`src/rtl/vid_timing_tx.sv`:
```
// ============================================================================
// Module   : vid_timing_tx
// Summary  : ADV7513 raster timing generator and stream-fed pixel output stage.
//            Optional macro VTG_TEST_PATTERN_EN replaces the stream with bars.
// Revision : 1.0
// ============================================================================
`default_nettype none

module vid_timing_tx #(
    parameter int               H_ACTIVE      = 1280,
    parameter int               H_FRONT       = 110,
    parameter int               H_SYNC        = 40,
    parameter int               H_BACK        = 220,
    parameter int               V_ACTIVE      = 720,
    parameter int               V_FRONT       = 5,
    parameter int               V_SYNC        = 5,
    parameter int               V_BACK        = 20,
    parameter bit               HS_POL        = 1'b0,
    parameter bit               VS_POL        = 1'b0,
    parameter int               CH_W          = 8,
    parameter int               LINE_REQ_LEAD = 16,
    parameter logic [3*CH_W-1:0] FILL         = '0
) (
    input  logic                pixel_clk,
    input  logic                reset_n,
    input  logic                s_valid,
    output logic                s_ready,
    input  logic [3*CH_W-1:0]   s_data,
    input  logic                s_sof,
    output logic                line_req_o,
    output logic                frame_start_o,
    output logic                underflow_o,
    output logic                sof_err_o,
    output logic                de,
    output logic                hsync,
    output logic                vsync,
    output logic [CH_W-1:0]     data_r,
    output logic [CH_W-1:0]     data_g,
    output logic [CH_W-1:0]     data_b
);

    localparam int H_TOTAL = H_ACTIVE + H_FRONT + H_SYNC + H_BACK;
    localparam int V_TOTAL = V_ACTIVE + V_FRONT + V_SYNC + V_BACK;
    localparam int HW      = $clog2(H_TOTAL);
    localparam int VW      = $clog2(V_TOTAL);

    localparam logic [HW-1:0] H_LAST   = HW'(H_TOTAL - 1);
    localparam logic [HW-1:0] H_ACT    = HW'(H_ACTIVE);
    localparam logic [HW-1:0] HS_START = HW'(H_ACTIVE + H_FRONT);
    localparam logic [HW-1:0] HS_END   = HW'(H_ACTIVE + H_FRONT + H_SYNC);
    localparam logic [HW-1:0] H_REQ    = HW'(H_TOTAL - LINE_REQ_LEAD);
    localparam logic [VW-1:0] V_LAST   = VW'(V_TOTAL - 1);
    localparam logic [VW-1:0] V_ACT    = VW'(V_ACTIVE);
    localparam logic [VW-1:0] V_ACT_M1 = VW'(V_ACTIVE - 1);
    localparam logic [VW-1:0] VS_START = VW'(V_ACTIVE + V_FRONT);
    localparam logic [VW-1:0] VS_END   = VW'(V_ACTIVE + V_FRONT + V_SYNC);

    logic [HW-1:0]       h_cnt;
    logic [VW-1:0]       v_cnt;
    logic [3*CH_W-1:0]   pix;
    logic [3*CH_W-1:0]   pix_next;
    logic                act;
    logic                at_origin;
    logic                hs_on;
    logic                vs_on;
    logic                req_now;
    logic                starve;
    logic                misalign;

    always_ff @(posedge pixel_clk or negedge reset_n) begin
        if (!reset_n) begin
            h_cnt <= '0;
            v_cnt <= '0;
        end else if (h_cnt == H_LAST) begin
            h_cnt <= '0;
            v_cnt <= (v_cnt == V_LAST) ? '0 : v_cnt + 1'b1;
        end else begin
            h_cnt <= h_cnt + 1'b1;
        end
    end

    assign act       = (h_cnt < H_ACT) && (v_cnt < V_ACT);
    assign at_origin = (h_cnt == '0) && (v_cnt == '0);
    assign hs_on     = (h_cnt >= HS_START) && (h_cnt < HS_END);
    assign vs_on     = (v_cnt >= VS_START) && (v_cnt < VS_END);
    // Request only when the line after this one is active (including wrap to line 0).
    assign req_now   = (h_cnt == H_REQ) && ((v_cnt < V_ACT_M1) || (v_cnt == V_LAST));

`ifdef VTG_TEST_PATTERN_EN
    localparam logic [HW-1:0]   BAR1 = HW'(H_ACTIVE / 4);
    localparam logic [HW-1:0]   BAR2 = HW'(2 * (H_ACTIVE / 4));
    localparam logic [HW-1:0]   BAR3 = HW'(3 * (H_ACTIVE / 4));
    localparam logic [CH_W-1:0] ONES = {CH_W{1'b1}};
    localparam logic [CH_W-1:0] ZERO = {CH_W{1'b0}};

    logic unused_stream;
    assign unused_stream = ^{s_valid, s_sof, s_data};
    assign s_ready       = 1'b0;

    always_comb begin
        pix_next = '0;
        starve   = 1'b0;
        misalign = 1'b0;
        if (act) begin
            if (h_cnt < BAR1)      pix_next = {ZERO, ZERO, ONES};
            else if (h_cnt < BAR2) pix_next = {ZERO, ONES, ZERO};
            else if (h_cnt < BAR3) pix_next = {ONES, ZERO, ZERO};
            else                   pix_next = {ONES, ONES, ONES};
        end
    end
`else
    assign s_ready = act;

    always_comb begin
        pix_next = '0;
        starve   = 1'b0;
        misalign = 1'b0;
        if (act) begin
            if (s_valid) begin
                pix_next = s_data;
                misalign = (s_sof != at_origin);
            end else begin
                pix_next = FILL;
                starve   = 1'b1;
            end
        end
    end
`endif

    always_ff @(posedge pixel_clk or negedge reset_n) begin
        if (!reset_n) begin
            de            <= 1'b0;
            hsync         <= ~HS_POL;
            vsync         <= ~VS_POL;
            pix           <= '0;
            underflow_o   <= 1'b0;
            sof_err_o     <= 1'b0;
            frame_start_o <= 1'b0;
            line_req_o    <= 1'b0;
        end else begin
            de            <= act;
            hsync         <= hs_on ? HS_POL : ~HS_POL;
            vsync         <= vs_on ? VS_POL : ~VS_POL;
            pix           <= pix_next;
            underflow_o   <= starve;
            sof_err_o     <= misalign;
            frame_start_o <= at_origin;
            line_req_o    <= req_now;
        end
    end

    assign data_r = pix[CH_W-1:0];
    assign data_g = pix[2*CH_W-1:CH_W];
    assign data_b = pix[3*CH_W-1:2*CH_W];

endmodule

`default_nettype wire

```
`config.mk`:
```
export PLATFORM = sky130hd
export DESIGN_NAME = vid_timing_tx
export DESIGN_NICKNAME = d
export VERILOG_FILES = /design/src/rtl/vid_timing_tx.sv
export SDC_FILE = /design/constraint.sdc
export NUM_CORES = 1
export LEC_CHECK = 0
export CAP_MARGIN = 20
export CORE_MARGIN = 2
export CORE_UTILIZATION = 40
export DETAILED_ROUTE_END_ITERATION = 10
export GPL_TIMING_DRIVEN = 1
export HOLD_SLACK_MARGIN = 0.1
export PLACE_DENSITY = 0.68
export SETUP_SLACK_MARGIN = 0.2
export SYNTH_ARGS = -nofsm -noshare
export SYNTH_HDL_FRONTEND = slang
export SYNTH_SLANG_ARGS = --single-unit
```
`constraint.sdc`:
```
create_clock -name pixel_clk -period 2.3 [get_ports pixel_clk]
set_clock_uncertainty 0.1 [all_clocks]
set_input_delay 0.46 -clock pixel_clk [delete_from_list [all_inputs] [get_ports pixel_clk]]
set_output_delay 0.46 -clock pixel_clk [all_outputs]
set_load 0.1 [all_outputs]
```
# [Yosys cells after proc, flatten, opt, wreduce, memory -nomap -nowiden]
# Index checks and enable logic that the tools add are counted.
[classes] n_addsub=2 magnitude_cmp=7 eq_ne=4 mux=10 reduce_logical=8
[ops] op="24-bit 2-to-1 mux" n=2
[ops] op="10-bit less-than comparator, second input constant" n=3
[ops] op="11-bit == test, second input constant" n=2
[ops] op="11-bit less-than comparator, second input constant" n=2
[ops] op="11-bit by 1-bit adder with 11-bit output, second input constant" n=1
[ops] op="11-bit >= comparator, second input constant" n=1
[ops] op="11-bit logical NOT" n=1
[ops] op="11-bit 2-to-1 mux" n=1
[ops] op="10-bit by 1-bit adder with 10-bit output, second input constant" n=1
[ops] op="10-bit == test, second input constant" n=1
[ops] op="10-bit >= comparator, second input constant" n=1
[ops] op="10-bit logical NOT" n=1
[ops] op="10-bit 2-to-1 mux" n=1
[ops] op="1-bit 2-to-1 mux" n=6
[ops] op="1-bit logical AND" n=5
[ops] op="1-bit logical OR" n=1
[ops] op="1-bit inequality test" n=1
[totals] ff_bits=52 input_bits=28 output_inout_bits=32 elab_cells=41

# [Longest topological paths before layout]
# Gate-level depths: netlist of run 1.
[depth] word_depth=5 mapped_depth=7 mapped_depth_nobuf=6

# [Worst setup path before layout of run 1]
# Ideal clock, no wire load.
[synth_path] path_kind="reg-to-output" start="register v_cnt[5]" end="output s_ready" arrival_time_ns=1.661 required_time_ns=1.740 path_slack_ns=0.079 path_stages_with_launch=5 path_buffers=1 path_cell_list="dfrtp_1 > clkbuf_1 > o211a_1 > o21ai_0 > and2_1"
[synth_via] elab_chain_cells=2
[synth_lines] element="from (decl)" line="59" source="logic [VW-1:0] v_cnt;"
[synth_lines] element="from (signal assigned)" line="76" source="v_cnt <= (v_cnt == V_LAST) ? '0 : v_cnt + 1'b1;"
[synth_lines] element="10-bit less-than comparator" line="82" source="assign act = (h_cnt < H_ACT) && (v_cnt < V_ACT);"
[synth_lines] element="1-bit logical AND" line="82"
[synth_lines] element="to (decl)" line="27" source="output logic s_ready,"
# Every way passes these cells.

# [Worst setup path after layout of run 1]
# Ends and elaborated chain as after synthesis.

==> results by group, run 1 <==
Timing
  • Period utilization: 87.62%
  • Final setup vio count: 0
  • Final worst slack: 284.9 ps
  • Setup TNS Final: 0 ps
  • F_max: 0.4962 GHz
  • Final worst path period need: 2015 ps
  • Final hold viol count: 0
  • Slew Limit Fails: 0
  • Slew HR: 69.29%
  • RSZ-0062 raised after global routing: no
  • Worst slew pin tran: 460.6 ps

Global routing
  • GRT Resource Usage Total: 16.45%
  • Pin count of the biggest net entering global routing: 34
  • Vias in the first global route: 1578
  • Antenna violations before repair: 0
  • Grt total ovfl: 0
  • First-pass GRT wire length: 7.962 mm

Yosys
  • Syn_nets: 243
  • Synth Flop Type: dfrtp_1
  • Sequential fraction of the synthesis area: 56.85%
  • Mean post-synth cell area: 11.08 sq um
  • Number of enable flip-flop cells after synthesis: 0
  • Post-synthesis cell area: 0.002293 sq mm
  • Post-synthesis register bit count: 52
  • Synth warn: 0
  • Synth async-reset ratio: 100.0%
  • Synth Instances: 207
  • Cell variety after synth: 41

Pwr
  • P_leak: 1.447 nW
  • Sw Pwr: 0.0005201 W
  • Combinational power share: 15.5%
  • Worst vdd ir: 0.3663 mV
  • Sw Ratio: 26.40%
  • P_int: 0.001450 W
  • PwrDens: 639.8 mW/mm^2
  • Clock Power Share: 36.7%
  • Sequential share of power: 47.8%

Hold path
  • HP Class: register to register

Routing
  • Max layer used: met4
  • Vias/cell: 5.070
  • WL met3: 244 microns
  • WL final: 4.868 mm
  • Via count: 1744
  • Avg WL per Cell: 14.15 microns
  • Residual DRC: 0
  • Routed Antenna Nets: 0
  • DR iter-0 viols: 79
  • Drt pass-1 iters: 4
  • Met1 WL: 2.130 mm
  • DR WL met2: 2.393 mm

Floorplan
  • Width of the die: 79.72 microns
  • Initial core utilization: 41.65%
  • Die area: 0.006355 sq mm
  • Die Ht: 79.72 microns
  • I/O pins: 60
  • Area of the core: 0.005507 sq mm
  • Row Count: 27

CTS
  • Clk buf depth: 2
  • Sink Count: 52
  • Clock Root Buffer: clkbuf_8
  • Clock Latency Late Sink: 310 ps
  • CTS buffer count: 5
  • Clock Pin Slew Worst Setup and Hold Paths: 90 ps
  • H-tree Lvls: 2
  • CTS tree: built

Critical path
  • CP max FO: 3
  • CP Data Arrival Time: 1460 ps
  • Worst EP required: 1740 ps
  • CP endpoint kind: output pin
  • CP Class: register to output pin
  • Setup slack, reg-to-reg: 350 ps
  • Worst setup SP type: register

Placed design
  • RePlAce Congestion: 0.7678
  • Pre-CTS setup slack: 362.7 ps
  • Cell Area, Placed: 0.002917 sq mm
  • IO Port Bufs: 59
  • HPWL Detailed: 3.441 mm

Layout
  • P&R area growth vs syn: 34.26%
  • Commonest non-fill, non-tap cell in the layout: dfrtp_1
  • Diode count: 0
  • Fraction of layout cells with a size suffix above 1: 21.69%
  • Commonest cells after routing, fill and taps aside: 47 x dfrtp_1, 37 x buf_4, 26 x and2_1, 26 x clkdlybuf4s50_1, 12 x nand2_1
  • Final #Nets: 308
  • Fin area: 0.003079 sq mm

Run status
  • Status: finished, final reports clean

Flow run
  • Max Cap Viol: 0
[stage by stage]
step | hold WS (ps) | instances | total power, W | utilization [%]
final | 453.7 | 344 | 0.001970 | 55.92
after global routing | 486.0 | 344 | 0.002038 | 55.92
after CTS | 453.5 | 344 | 0.001997 | 55.81
after detailed placement | 339.5 | 334 | 0.001268 | 52.97
after global placement | 337.3 | 334 | 0.001265 | 52.97
after floorplan | 64.41 | 207 | 0.001154 | -
[state kept, by name, summed over array words and instances (netlist names)]
| register | flops |
|---|---|
| pix | 24 |
| h_cnt | 11 |
| v_cnt | 10 |
| de | 1 |
| frame_start_o | 1 |
| hsync | 1 |
| line_req_o | 1 |
| sof_err_o | 1 |
| underflow_o | 1 |
| vsync | 1 |
[timing repair]
item / 4_1_cts / 5_1_grt
endpoints found under the hold margin: 18 / 0
hold buffers: 1 / 0
gates resized for setup: 3 / 4
setup endpoints to repair: 1 / 1
buffers inserted: 2 / 0
[final timing paths]
kind | endpoint | from | depth (start not counted)
max | s_ready | v_cnt[5] | 4
min | h_cnt[0] | h_cnt[0] | 1
max reg2reg | v_cnt[7] | h_cnt[7] | 4
min reg2reg | h_cnt[0] | h_cnt[0] | 1
max in group asynchronous | vsync | reset_n | 3
min in group asynchronous | line_req_o | reset_n | 2
[layer usage]
metal	GRT usage, %	vias to the layer above
met3	3.846	8
li1	-	843
met5	0	-
met2	26.05	49
met1	21.72	844
met4	6.724	0
[cell type report]
cell class	instances	area, sq um
Inverter	7	26.28
Clock inverter	2	60.06
Timing Repair Buffer	67	593.1
Multi-Input combinational cell	139	933.4
Clock buffer	5	68.82
Sequential cell	52	1308
Fill cell	487	2427
Tap cell	72	90.09
[cells by family (layout without fill, tap and decap cells)]
logic type | after synthesis | count (layout) | share of synthesized area, %
AOI/OAI and AO/OA | 31 | 31 | 9.111
buffers and inverters | 16 | 81 | 2.728
xor gates and xnor gates | 8 | 8 | 3.055
and+or+nand+nor | 91 | 91 | 23.46
muxes | 1 | 1 | 0.4365
adders and majority gates | 8 | 8 | 4.365
DFF | 52 | 52 | 56.85
[synth_stat cells, types with 3 or more instances]
cell type  instances  area (sq um)
nor2_1            10         37.54
nand4_1            4         25.02
clkbuf_1           7         26.28
dfrtp_1           50          1251
nor3_1             4         20.02
o21ai_0            8         40.04
nand3_1            9         45.04
inv_1              7         26.28
ha_1               8         100.1
a21oi_1            5         25.02
xor2_1             3         26.28
or4_1              3         22.52
and3_1             6         37.54
o31ai_1            4         30.03
xnor2_1            5         43.79
and2_1            27         168.9
nand2_1           12         45.04
[power groups by stage]
stage / Combinational, W / Clock, W / Sequential (W)
after global placement: 0.000305 / 0 / 0.000960
final: 0.000305 / 0.000723 / 0.000942
after detailed placement: 0.000307 / 0 / 0.000961
after CTS: 0.000309 / 0.000745 / 0.000943
after floorplan: 0.0000195 / 0 / 0.00113
after global routing: 0.000318 / 0.000776 / 0.000945
[critical path: stages (launching register included)]
cell     delay [ps]
dfrtp_2         430
o211a_1         220
o21ai_1         140
and2_4          180
buf_12          170
No activity file was read; power rests on OpenSTA's default activity.
==> run 2: changes to the inputs <==
clock period = 2.56 ns   (was 2.3 ns; I/O delays follow)
==> run 2 against run 1 <==
Against the previous run: sequential power decreased by 10%; wire length decreased by 4.4%; power decreased by 18%; critical endpoint unchanged; largest cell class unchanged; largest power group unchanged.
==> results by group, run 2 (synthesis gave the netlist of run 1 again) <==
Layout
  • Area of the multi-input gates: 928.4 sq um
  • Diode count: 0
  • Max FFs per register: 24
  • P&R area growth vs syn: 30.71%
  • Final #Nets: 303
  • Fillers: 497
  • Storage cell area: 0.001304 sq mm
  • Fin area: 0.002998 sq mm
  • Commonest non-fill, non-tap cell in the layout: dfrtp_1
  • Fraction of layout cells with a size suffix above 1: 19.40%
  • Biggest register: pix
  • Commonest cells after routing, fill and taps aside: 50 x dfrtp_1, 33 x buf_4, 26 x and2_1, 26 x clkdlybuf4s50_1, 12 x nand2_1
  • Largest regs: pix x24, h_cnt x11, v_cnt x10

Critical path
  • CP Data Arrival Time: 1590 ps
  • Family with the most delay on the worst path: flip-flops
  • Critical Path, Cell by Cell: o211a_1 -> o21ai_1 -> and2_2 -> buf_12
  • Critical Path Max Stage Delay: 480 ps
  • Slowest cell on crit path: dfrtp_1
  • CP max FO: 9
  • Buf+Inv Stages, Crit Path: 1
  • CP endpoint kind: output pin
  • Worst EP required: 1950 ps
  • CP Class: register to output pin
  • Worst setup SP type: register

CTS
  • CTS tree: built
  • Clock Latency Late Sink: 300 ps
  • Clk buf depth: 2
  • H-tree Lvls: 2
  • CTS buffer count: 5
  • Clock Root Buffer: clkbuf_8
  • Post-CTS Hold Fix Bufs: 0
  • Clock Pin Slew Worst Setup and Hold Paths: 90 ps
  • Sink Count: 52

Pwr
  • PwrDens: 537.2 mW/mm^2
  • P_leak: 1.411 nW
  • Worst vdd ir: 0.3659 mV

Timing
  • Slew HR: 50.45%
  • Slew Limit Fails: 0
  • Final hold viol count: 0
  • Final setup vio count: 0
  • Setup TNS Final: 0 ps
  • RSZ-0062 raised after global routing: no
  • Final worst slack: 355.4 ps
  • Final worst path period need: 2205 ps
  • Worst slew pin tran: 737.6 ps
  • F_max: 0.4536 GHz
  • Period utilization: 86.12%

Global routing
  • Grt total ovfl: 0
  • First-pass GRT wire length: 7.824 mm
  • GRT Resource Usage Total: 16.06%
  • Pin count of the biggest net entering global routing: 28
  • Vias in the first global route: 1641
  • Antenna violations before repair: 0

Floorplan
  • Row Count: 27
  • Area of the core: 0.005507 sq mm
  • I/O pins: 60
  • Die Ht: 79.72 microns
  • Die area: 0.006355 sq mm
  • Initial core utilization: 41.65%
  • Width of the die: 79.72 microns

Flow run
  • Max Cap Viol: 0

Routing
  • Drt pass-1 iters: 4
  • Via count: 1728
  • Routed Antenna Nets: 0
  • DR iter-0 viols: 144
  • Residual DRC: 0
  • Avg WL per Cell: 13.69 microns
  • Vias/cell: 5.082
  • WL final: 4.653 mm

Placed design
  • IO Port Bufs: 59
  • RePlAce Congestion: 0.8434
  • HPWL Detailed: 3.427 mm
  • Cell Area, Placed: 0.002900 sq mm
  • Pre-CTS setup slack: 569.8 ps

Run status
  • Status: finished, final reports clean

Hold path
  • HP Class: input port to asynchronous set/reset pin
==> run 2: area by class of cell <==
type | instances | share of cell area (%)
inverter | 7 | 0.8765
clock inverter | 2 | 0.4591
multi-input combinational | 139 | 30.97
sequential | 52 | 43.49
timing repair buffer | 62 | 18.45
clock buffer | 6 | 2.755
tap | 72 | 3.005
==> run 2: what timing repair did <==
| action | CTS | global route |
|---|---|---|
| gates resized for setup | 0 | 2 |
| setup endpoints to repair | 0 | 1 |
| setup buffers | 0 | 0 |
==> run 2: routing by layer <==
metal,up-vias,track usage [%],share of wire (%)
li1,839,-,-
met1,815,20.97,45
met3,6,8.145,12
met4,0,5.172,1.4
met2,68,23.11,42
met5,-,0,0
==> run 2: worst register-to-register path: stages (launching register included) <==
cell	delay (ps)
dfrtp_1	440
inv_1	130
ha_1	190
nand4_1	100
nor3_1	590
o21ai_0	170
a21o_1	200
==> run 2: path summary, 6_finish.rpt <==
kind | to | cells after the start | slack (ps) | startpoint
worst min register to register | h_cnt[0] | 1 | 460 | h_cnt[0]
min in group pixel_clk | h_cnt[0] | 1 | 460 | h_cnt[0]
worst min-delay path | pix[8] | 1 | 120 | reset_n
worst max-delay path | s_ready | 4 | 360 | v_cnt[5]
max in group asynchronous | v_cnt[2] | 2 | 1680 | reset_n
worst max register to register | v_cnt[2] | 6 | 540 | v_cnt[1]
==> run 2: metrics by stage <==
step                      hold WS, ps  utilization (%)  power [W]  std cells
final                           120.3            54.44   0.001611        340
after global routing            156.5            54.44   0.001685        340
after CTS                       136.7            54.42   0.001636        340
after detailed placement        448.2            52.67   0.001139        332
after global placement          438.9            52.67   0.001139        332
after floorplan                 116.4                -   0.001037        207
==> run 2: report_power, final <==
part	internal [W]	switching, W	total [W]
combinational	0.0000756	0.000196	0.000272
clock	0.000222	0.000270	0.000491
sequential	0.000841	0.00000609	0.000847
total	0.00114	0.000472	0.00161
==> run 3: changes to the inputs <==
ABC_CLOCK_PERIOD_IN_PS = 2560   (was default)
==> results of run 3 <==
The final DEF is identical to that of run 2; final timing and power are the same.
